<file path="src/rtl/biu_lite.sv">
// biu_lite: bus interface responder for the PRV332SV0 control unit.
// Optional bus watchdog is enabled by defining BIU_TIMEOUT_EN (counter width TO_W).
module biu_lite #(
    parameter int unsigned TO_W = 8
) (
    input  logic        clk,
    input  logic        rst,
    input  logic [2:0]  opc_biu,
    input  logic [31:0] addr_biu,
    input  logic [31:0] data_st,
    output logic        rdy_biu,
    output logic [31:0] ins,
    output logic [31:0] data_ld,
    output logic        ins_addr_mis,
    output logic        ins_acc_fault,
    output logic        load_addr_mis,
    output logic        load_acc_fault,
    output logic        st_addr_mis,
    output logic        st_acc_fault,
    output logic        bus_req,
    output logic        bus_we,
    output logic [31:0] bus_addr,
    output logic [3:0]  bus_be,
    output logic [31:0] bus_wdata,
    input  logic        bus_ack,
    input  logic        bus_err,
    input  logic [31:0] bus_rdata
);

    localparam logic [2:0]  OPC_NONE  = 3'b000;
    localparam logic [2:0]  OPC_FETCH = 3'b001;
    localparam logic [2:0]  OPC_LB    = 3'b010;
    localparam logic [2:0]  OPC_LH    = 3'b011;
    localparam logic [2:0]  OPC_LW    = 3'b100;
    localparam logic [2:0]  OPC_SB    = 3'b101;
    localparam logic [2:0]  OPC_SH    = 3'b110;
    localparam logic [2:0]  OPC_SW    = 3'b111;
    localparam logic [31:0] NOP_INSN  = 32'h0000_0013;

    typedef enum logic [1:0] {
        S_IDLE = 2'b00,
        S_WAIT = 2'b01,
        S_DONE = 2'b10
    } state_t;

    state_t      state_q, state_d;
    logic [2:0]  op_q, op_d;
    logic [1:0]  lo_q, lo_d;

    logic        rdy_d, iam_d, iaf_d, lam_d, laf_d, sam_d, saf_d;
    logic        req_d, we_d;
    logic [31:0] addr_d, wdata_d, ins_d, ld_d;
    logic [3:0]  be_d;

    logic        mis_c;
    logic [3:0]  be_c;
    logic [31:0] wdata_c;
    logic [31:0] rd_shift_c;
    logic [31:0] ld_c;
    logic        to_c;

    function automatic logic is_fetch(input logic [2:0] op);
        return op == OPC_FETCH;
    endfunction

    function automatic logic is_load(input logic [2:0] op);
        return (op == OPC_LB) || (op == OPC_LH) || (op == OPC_LW);
    endfunction

    function automatic logic is_store(input logic [2:0] op);
        return (op == OPC_SB) || (op == OPC_SH) || (op == OPC_SW);
    endfunction

    // Decode of the incoming request: alignment, byte enables and lane replication
    always_comb begin
        mis_c   = 1'b0;
        be_c    = 4'b1111;
        wdata_c = 32'h0;
        unique case (opc_biu)
            OPC_FETCH, OPC_LW: mis_c = (addr_biu[1:0] != 2'b00);
            OPC_LH:            mis_c = addr_biu[0];
            OPC_SB: begin
                be_c    = 4'b0001 << addr_biu[1:0];
                wdata_c = {4{data_st[7:0]}};
            end
            OPC_SH: begin
                mis_c   = addr_biu[0];
                be_c    = addr_biu[1] ? 4'b1100 : 4'b0011;
                wdata_c = {2{data_st[15:0]}};
            end
            OPC_SW: begin
                mis_c   = (addr_biu[1:0] != 2'b00);
                wdata_c = data_st;
            end
            default: ;
        endcase
    end

    // Load data: shift the addressed lane down, then zero-extend to the access size
    always_comb begin
        rd_shift_c = bus_rdata >> {lo_q, 3'b000};
        unique case (op_q)
            OPC_LB:  ld_c = {24'h0, rd_shift_c[7:0]};
            OPC_LH:  ld_c = {16'h0, rd_shift_c[15:0]};
            default: ld_c = rd_shift_c;
        endcase
    end

`ifdef BIU_TIMEOUT_EN
    logic [TO_W-1:0] to_cnt_q;
    logic [TO_W-1:0] to_cnt_inc;

    assign to_cnt_inc = to_cnt_q + TO_W'(1);
    assign to_c       = &to_cnt_inc;

    // Counter is held at zero outside WAIT, so it starts from zero on every entry
    always_ff @(posedge clk or negedge rst) begin
        if (!rst) begin
            to_cnt_q <= '0;
        end else if (state_q != S_WAIT) begin
            to_cnt_q <= '0;
        end else if (!bus_ack && !bus_err) begin
            to_cnt_q <= to_cnt_inc;
        end
    end
`else
    assign to_c = 1'b0;
    if (TO_W == 0) begin : g_to_w_zero
    end
`endif

    // Next-state and next-output logic
    always_comb begin
        state_d = state_q;
        op_d    = op_q;
        lo_d    = lo_q;
        rdy_d   = 1'b0;
        iam_d   = 1'b0;
        iaf_d   = 1'b0;
        lam_d   = 1'b0;
        laf_d   = 1'b0;
        sam_d   = 1'b0;
        saf_d   = 1'b0;
        req_d   = bus_req;
        we_d    = bus_we;
        addr_d  = bus_addr;
        be_d    = bus_be;
        wdata_d = bus_wdata;
        ins_d   = ins;
        ld_d    = data_ld;

        unique case (state_q)
            S_IDLE: begin
                if (opc_biu != OPC_NONE) begin
                    op_d = opc_biu;
                    lo_d = addr_biu[1:0];
                    if (mis_c) begin
                        state_d = S_DONE;
                        iam_d   = is_fetch(opc_biu);
                        lam_d   = is_load(opc_biu);
                        sam_d   = is_store(opc_biu);
                    end else begin
                        state_d = S_WAIT;
                        req_d   = 1'b1;
                        we_d    = is_store(opc_biu);
                        addr_d  = {addr_biu[31:2], 2'b00};
                        be_d    = be_c;
                        wdata_d = wdata_c;
                    end
                end
            end
            S_WAIT: begin
                // err beats ack; either beats the watchdog
                if (bus_err || (!bus_ack && to_c)) begin
                    state_d = S_DONE;
                    req_d   = 1'b0;
                    iaf_d   = is_fetch(op_q);
                    laf_d   = is_load(op_q);
                    saf_d   = is_store(op_q);
                end else if (bus_ack) begin
                    state_d = S_DONE;
                    req_d   = 1'b0;
                    rdy_d   = 1'b1;
                    if (is_fetch(op_q)) begin
                        ins_d = bus_rdata;
                    end
                    if (is_load(op_q)) begin
                        ld_d = ld_c;
                    end
                end
            end
            S_DONE: state_d = S_IDLE;
            default: state_d = S_IDLE;
        endcase
    end

    // State and output registers
    always_ff @(posedge clk or negedge rst) begin
        if (!rst) begin
            state_q        <= S_IDLE;
            op_q           <= OPC_NONE;
            lo_q           <= 2'b00;
            rdy_biu        <= 1'b0;
            ins_addr_mis   <= 1'b0;
            ins_acc_fault  <= 1'b0;
            load_addr_mis  <= 1'b0;
            load_acc_fault <= 1'b0;
            st_addr_mis    <= 1'b0;
            st_acc_fault   <= 1'b0;
            bus_req        <= 1'b0;
            bus_we         <= 1'b0;
            bus_addr       <= 32'h0;
            bus_be         <= 4'h0;
            bus_wdata      <= 32'h0;
            ins            <= NOP_INSN;
            data_ld        <= 32'h0;
        end else begin
            state_q        <= state_d;
            op_q           <= op_d;
            lo_q           <= lo_d;
            rdy_biu        <= rdy_d;
            ins_addr_mis   <= iam_d;
            ins_acc_fault  <= iaf_d;
            load_addr_mis  <= lam_d;
            load_acc_fault <= laf_d;
            st_addr_mis    <= sam_d;
            st_acc_fault   <= saf_d;
            bus_req        <= req_d;
            bus_we         <= we_d;
            bus_addr       <= addr_d;
            bus_be         <= be_d;
            bus_wdata      <= wdata_d;
            ins            <= ins_d;
            data_ld        <= ld_d;
        end
    end

endmodule
</file>
<file path="config.mk">
export PLATFORM = sky130hd
export DESIGN_NAME = biu_lite
export DESIGN_NICKNAME = d
export VERILOG_FILES = /design/src/rtl/biu_lite.sv
export SDC_FILE = /design/constraint.sdc
export NUM_CORES = 1
export LEC_CHECK = 0
export BUFFER_PORTS_ARGS = -buffer_cell sky130_fd_sc_hd__buf_4
export CAP_MARGIN = 25
export CORE_ASPECT_RATIO = 0.5
export CORE_MARGIN = 4
export CORE_UTILIZATION = 53
export DETAILED_ROUTE_END_ITERATION = 7
export PLACE_DENSITY = 0.85
export SLEW_MARGIN = 20
export SYNTH_ARGS = -nofsm -noshare
export SYNTH_HDL_FRONTEND = slang
export SYNTH_SLANG_ARGS = --single-unit
</file>
<file path="constraint.sdc">
create_clock -name clk -period 3.1 [get_ports clk]
set_input_delay 0.62 -clock clk [delete_from_list [all_inputs] [get_ports clk]]
set_output_delay 0.62 -clock clk [all_outputs]
set_load 0.02 [all_outputs]
</file>
==> results of run 1 <==
==> critical path: stages <==
cell      delay [ns]
buf_4           0.29
nand2b_1        0.18
a21oi_1         0.14
o31ai_4         0.31
buf_12          0.32
mux2_2          0.39
==> per-layer routing <==
metal / track usage / vias to the layer above / wire, um
li1: - / 2437 / -
met1: 0.330 / 2652 / 7540
met2: 0.447 / 233 / 9320
met3: 0.0632 / 36 / 1340
met4: 0.0830 / 0 / 389
met5: 0 / - / 0
==> how the worst max path moves through the flow <==
| stage | end | slack (ns) | cells past startpoint |
|---|---|---|---|
| global placement | bus_we | 0.73 | 6 |
| CTS | load_addr_mis | 1.05 | 5 |
| detailed placement | bus_addr[31] | 0.69 | 6 |
| floorplan | bus_addr[10] | 1.18 | 5 |
| finish | bus_addr[31] | 1.06 | 6 |
| global route | bus_be[1] | 0.96 | 6 |
==> cell usage in the layout, fill, tap and decap left out, types with 3 or more instances in the layout <==
master,synthesis,final
mux2_2,46,46
buf_4,3,251
nor2_1,12,12
nand2_1,46,46
dfrtp_1,143,143
nor2b_1,15,15
a22oi_1,16,16
nand3_1,13,13
clkinv_2,0,4
clkbuf_8,0,3
inv_1,7,7
clkinv_4,0,3
o31ai_1,16,16
mux2i_1,24,24
a21oi_1,36,36
o21ai_0,15,15
a211oi_1,11,11
o2bb2ai_1,29,29
nand2b_1,3,3
mux2_1,34,34
clkbuf_16,0,17
dfstp_2,3,3
a21o_1,4,4
==> power by group <==
group	leakage, nW	internal (mW)	switching [mW]
clock	0.292	1.25	0.808
sequential	1.87	2.70	0.542
combinational	2.33	1.80	2.23
==> through the flow <==
step | total power [mW] | cell area [sq um] | worst slack [ns] | cells | utilization
2_1_floorplan | 5.43 | 6490 | 1.18 | 543 | -
3_3_place_gp | 7.13 | 8450 | 0.734 | 919 | 0.711
3_5_place_dp | 7.27 | 8450 | 0.695 | 919 | 0.711
4_1_cts | 9.36 | 9040 | 1.05 | 951 | 0.762
5_1_grt | 9.79 | 9060 | 0.957 | 953 | 0.763
6_report | 9.32 | 9060 | 1.06 | 953 | 0.763
==> registers in the layout (all words and copies together) (netlist names) <==
name / cells
ins: 32
bus_req: 1
load_addr_mis: 1
data_ld: 32
lo_q: 2
bus_addr: 30
load_acc_fault: 1
state_q: 2
ins_addr_mis: 1
bus_be: 4
bus_we: 1
st_addr_mis: 1
st_acc_fault: 1
op_q: 3
bus_wdata: 32
rdy_biu: 1
ins_acc_fault: 1
==> cells by family after synthesis <==
kind of cell    count (synthesis)  share of synthesized area
flops                         146                      0.564
buf+inv                        49                     0.0332
xor+xnor                        1                    0.00135
compound gates                137                      0.149
simple gates                  104                     0.0764
mux                           104                      0.176
other cells                     1                   0.000578
==> cells in the mapped netlist, types with 2 or more instances <==
cell,number
nand2b_1,3
nand3_1,13
a22oi_1,16
a21oi_1,36
o21ai_0,15
nor3_1,3
buf_2,16
mux2_1,34
buf_1,6
nor2_1,12
nor3b_1,2
clkbuf_1,17
a211oi_1,11
o31ai_1,16
o211a_1,2
buf_4,3
dfstp_2,3
nand2_1,46
mux2_2,46
and2_1,2
and3_1,2
o2bb2ai_1,29
dfrtp_1,143
a21o_1,4
nor2b_1,15
inv_1,7
a2bb2oi_1,2
mux2i_1,24
==> area by class of cell <==
class,count,share of cell area
Multi-Input combinational cell,348,0.290
Clock inverter,12,0.0144
Inverter,7,0.00290
Clock buffer,20,0.0515
Sequential cell,146,0.404
Tap cell,165,0.0228
Timing Repair Buffer,255,0.215
==> impl_metrics.json, run 1 <==
{
  "synth_top_cell_by_area": "dfrtp_1",
  "dieArea_sq_mm": 0.0142,
  "fin_nets": 878,
  "ir_worst_vdd_mv": 0.532,
  "max_slew.worst_pin.slew_ns": 0.849,
  "ios": 244,
  "async_flop_share": 1.00,
  "drc": 0,
  "fmax_ghz": 0.490,
  "synth_area_leaders": "dfrtp_1, mux2_2, mux2_1",
  "ys_types": 42,
  "start_util": 0.546,
  "routed-via-count": 5358,
  "wl_per_cell_um": 19.5,
  "fp.dieW_um": 164,
  "portBuffers": 241,
  "synthFlopType": "dfrtp_1",
  "grt_usage": 0.260,
  "fin_crit_sh": 0.659,
  "dr.pass1.iters": 4,
  "viasPerCell": 5.62,
  "p_leak_nw": 4.49,
  "crit_path_start_kind": "primary input",
  "grt_pass1_vias": 5504,
  "coreArea_sq_mm": 0.0119,
  "yosys_warnings": 0,
  "finalHoldWorstSlack_ns": 0.249,
  "overflow": 0,
  "syn_inst": 542,
  "synth.avg_cell_area_sq_um": 12.0,
  "r2r_cells": 3,
  "seq_area_frac_synth": 0.564,
  "max_cap_viol_count": 0,
  "r2r-end": "data_ld[29]",
  "hold_path.class": "in -> async",
  "clockRootBuffer": "clkbuf_16",
  "clock_skew_ns": 0.0165,
  "cp.required_ns": 3.39,
  "clockBufferDepth": 2,
  "cts_resized": 0,
  "rsz0062_at_grt": "no",
  "drt_iter0_drc": 376,
  "multi_input_area_sq_mm": 0.00263,
  "clk_latency_ns": 0.42,
  "status": "finished, final reports clean",
  "reg2reg_slack_ns": 1.23,
  "clk_pin_slew_worst_paths_ns": 0.06,
  "die_h_um": 86.2,
  "diodes": 0,
  "gp_congestion": 0.883,
  "syn_to_final_growth_pct": 39.7,
  "grt_start_max_net_pins": 87,
  "finalHoldViolCount": 0,
  "antenna_found_initial": 0,
  "power_density_mw_per_mm2": 1030,
  "cts_buffers": 17,
  "wirelength_um": 18600,
  "row_count": 28,
  "numClockSinks": 146,
  "maxSlewViolCount": 0,
  "hpwl_um": 13200,
  "cp.arrival_ns": 2.33,
  "end_kind": "flip-flop",
  "htreeDepth": 4,
  "fill_cells": 777,
  "yosys.area.top_type_share": 0.552,
  "cts_tree": "built",
  "cp_max_fo": 69,
  "fin_tns_setup_ns": 0,
  "r2r-start": "lo_q[0]",
  "path_class": "in -> reg",
  "seqCellArea_sq_mm": 0.00366,
  "grt_pass1_wl_um": 28800,
  "ys_ff_latch": 146,
  "cp-startpoint": "opc_biu[0]",
  "syn-cell-area_sq_mm": 0.00649,
  "ant_nets": 0,
  "finalSetupViolCount": 0,
  "synth_edf_count": 0,
  "hold_buffers": 0,
  "maxSlewHeadroom": 0.430,
  "drive_above_1_share": 0.433,
  "post_cts_buffers": 0,
  "fin_crit_ns": 2.04
}
No activity file was read; power rests on OpenSTA's default activity.
==> inputs of run 2 (changes only) <==
--- a/config.mk
+++ b/config.mk
@@ -9,9 +9,9 @@
 export CAP_MARGIN = 25
 export CORE_ASPECT_RATIO = 0.5
 export CORE_MARGIN = 4
-export CORE_UTILIZATION = 53
+export CORE_UTILIZATION = 45
 export DETAILED_ROUTE_END_ITERATION = 7
-export PLACE_DENSITY = 0.85
+export PLACE_DENSITY = 0.77
 export SLEW_MARGIN = 20
 export SYNTH_ARGS = -nofsm -noshare
 export SYNTH_HDL_FRONTEND = slang
==> constraint.sdc (replaced) <==
create_clock -name clk -period 1.8 [get_ports clk]
set_input_delay 0.36 -clock clk [delete_from_list [all_inputs] [get_ports clk]]
set_output_delay 0.36 -clock clk [all_outputs]
set_load 0.02 [all_outputs]
==> impl_metrics.json, run 2 (synthesis results as in run 1) <==
{
  "cp.required_ns": 2.09,
  "fp.dieW_um": 178,
  "clk_pin_slew_worst_paths_ns": 0.06,
  "fin_crit_sh": 0.921,
  "dr.pass1.iters": 5,
  "grt_start_max_net_pins": 57,
  "die_h_um": 92.9,
  "dieArea_sq_mm": 0.0165,
  "p_leak_nw": 4.59,
  "fill_cells": 1075,
  "maxSlewViolCount": 0,
  "drt_iter0_drc": 327,
  "reg.largest.list": "bus_wdata (32), data_ld (32), ins (32)",
  "start_util": 0.470,
  "grt_pass1_wl_um": 29100,
  "final_cells": 999,
  "path_class": "reg -> reg",
  "critPathTopFamily": "flip-flops",
  "clockBufferDepth": 2,
  "clockRootBuffer": "clkbuf_16",
  "numClockSinks": 146,
  "finalHoldViolCount": 0,
  "wl_per_cell_um": 18.3,
  "grt_pass1_vias": 5438,
  "hold_path.class": "in -> reg",
  "cts_tree": "built",
  "cp_max_fo": 56,
  "slowest_delay_ns": 0.42,
  "crit_path_start_kind": "flip-flop",
  "hpwl_um": 13500,
  "clk_latency_ns": 0.41,
  "finalHoldWorstSlack_ns": 0.160,
  "cp_slowest_cell": "dfrtp_1",
  "status": "finished, final reports clean",
  "syn_to_final_growth_pct": 43.2,
  "drc": 0,
  "overflow": 0,
  "r2r-start": "op_q[2]",
  "cts_buffers": 17,
  "ir_worst_vdd_mv": 0.855,
  "r2r-end": "data_ld[7]",
  "hp-start": "addr_biu[30]",
  "portBuffers": 241,
  "htreeDepth": 4,
  "end_kind": "flip-flop",
  "rsz0062_at_grt": "no",
  "grt_usage": 0.223,
  "dp_cells": 966,
  "globalRouteMet1Util": 0.305,
  "crit_buf_inv": 1,
  "grt-busiest-layer": "met2",
  "row_count": 30,
  "r2r_cells": 4,
  "place_area_sq_mm": 0.00872,
  "viasPerCell": 5.24,
  "fmax_ghz": 0.603,
  "diodes": 0,
  "routed-via-count": 5234,
  "max_cap_viol_count": 0,
  "cp.arrival_ns": 1.95,
  "ant_nets": 0,
  "reg2reg_slack_ns": 0.14,
  "final_cell_mix": "buf_4, dfrtp_1, mux2_2, nand2_1, a21oi_1",
  "finalSetupViolCount": 0,
  "maxSlewHeadroom": 0.505,
  "grt_util_met3": 0.0457,
  "post_cts_buffers": 0,
  "grtUsageMet2": 0.369,
  "antenna_found_initial": 0,
  "fin_nets": 897,
  "hold_path_depth": 2,
  "max_slew.worst_pin.slew_ns": 0.741,
  "coreArea_sq_mm": 0.0138,
  "crit_path_cell_trace": "nor3b_1, o211ai_1, buf_12, mux2_2",
  "final_area_sq_mm": 0.00929,
  "wirelength_um": 18300,
  "total_power_mw": 16.0,
  "drive_above_1_share": 0.445,
  "power_density_mw_per_mm2": 1720,
  "layout_commonest_cell": "buf_4",
  "fin_crit_ns": 1.66,
  "hold_end": "bus_addr[30]",
  "clock_skew_ns": 0.00915,
  "gp_congestion": 0.821,
  "ios": 244
}
## run 2: cell count changes in the layout (fill, tap and decap cells not counted), moves of 4 or more
cell,change
clkinv_2,-4
inv_6,+5
buf_12,+7
buf_4,+12
## run 2: report_power, final
group,leakage (nW),switching [mW],internal [mW]
Clock,0.263,1.50,1.84
Sequential,1.87,0.892,4.65
Combinational,2.46,3.84,3.26
## run 2: layout make-up
class | instances | area [sq um] | area share
multi-input cells | 348 | 2630 | 0.283
repair buffers | 274 | 2180 | 0.234
clock buffers | 18 | 439 | 0.0473
clock inverters | 14 | 120 | 0.0129
inverters | 7 | 26.3 | 0.00283
well taps | 192 | 240 | 0.0259
flip-flops and latches | 146 | 3660 | 0.394
## run 2: worst max path at each step
| stage | start | end | cells past startpoint | slack, ns |
|---|---|---|---|---|
| after floorplan | opc_biu[0] | bus_addr[10] | 5 | 0.14 |
| after global placement | opc_biu[0] | bus_addr[31] | 6 | 0.03 |
| after detailed placement | opc_biu[0] | bus_addr[14] | 6 | -0.004 |
| after CTS | op_q[2] | data_ld[2] | 4 | 0.13 |
| after global routing | op_q[1] | data_ld[9] | 4 | 0.03 |
| final | op_q[2] | data_ld[7] | 4 | 0.14 |
## run 2: what timing repair did
item / CTS / global route
hold buffers: 1 / 0
hold endpoints to repair: 37 / 0
gates resized for setup: 0 / 0
## run 2: stage by stage
step                TNS (ns)  setup WS [ns]   util
floorplan                  0          0.142      -
global placement           0         0.0262  0.631
detailed placement   -0.0126       -0.00427  0.631
CTS                        0          0.127  0.672
global route               0         0.0299  0.672
finish                     0          0.142  0.672
## run 2: layer usage
layer  vias up  wire [um]
met5         -          0
met1      2560       7840
li1       2475          -
met3        19       1210
met2       180       9030
met4         0        214
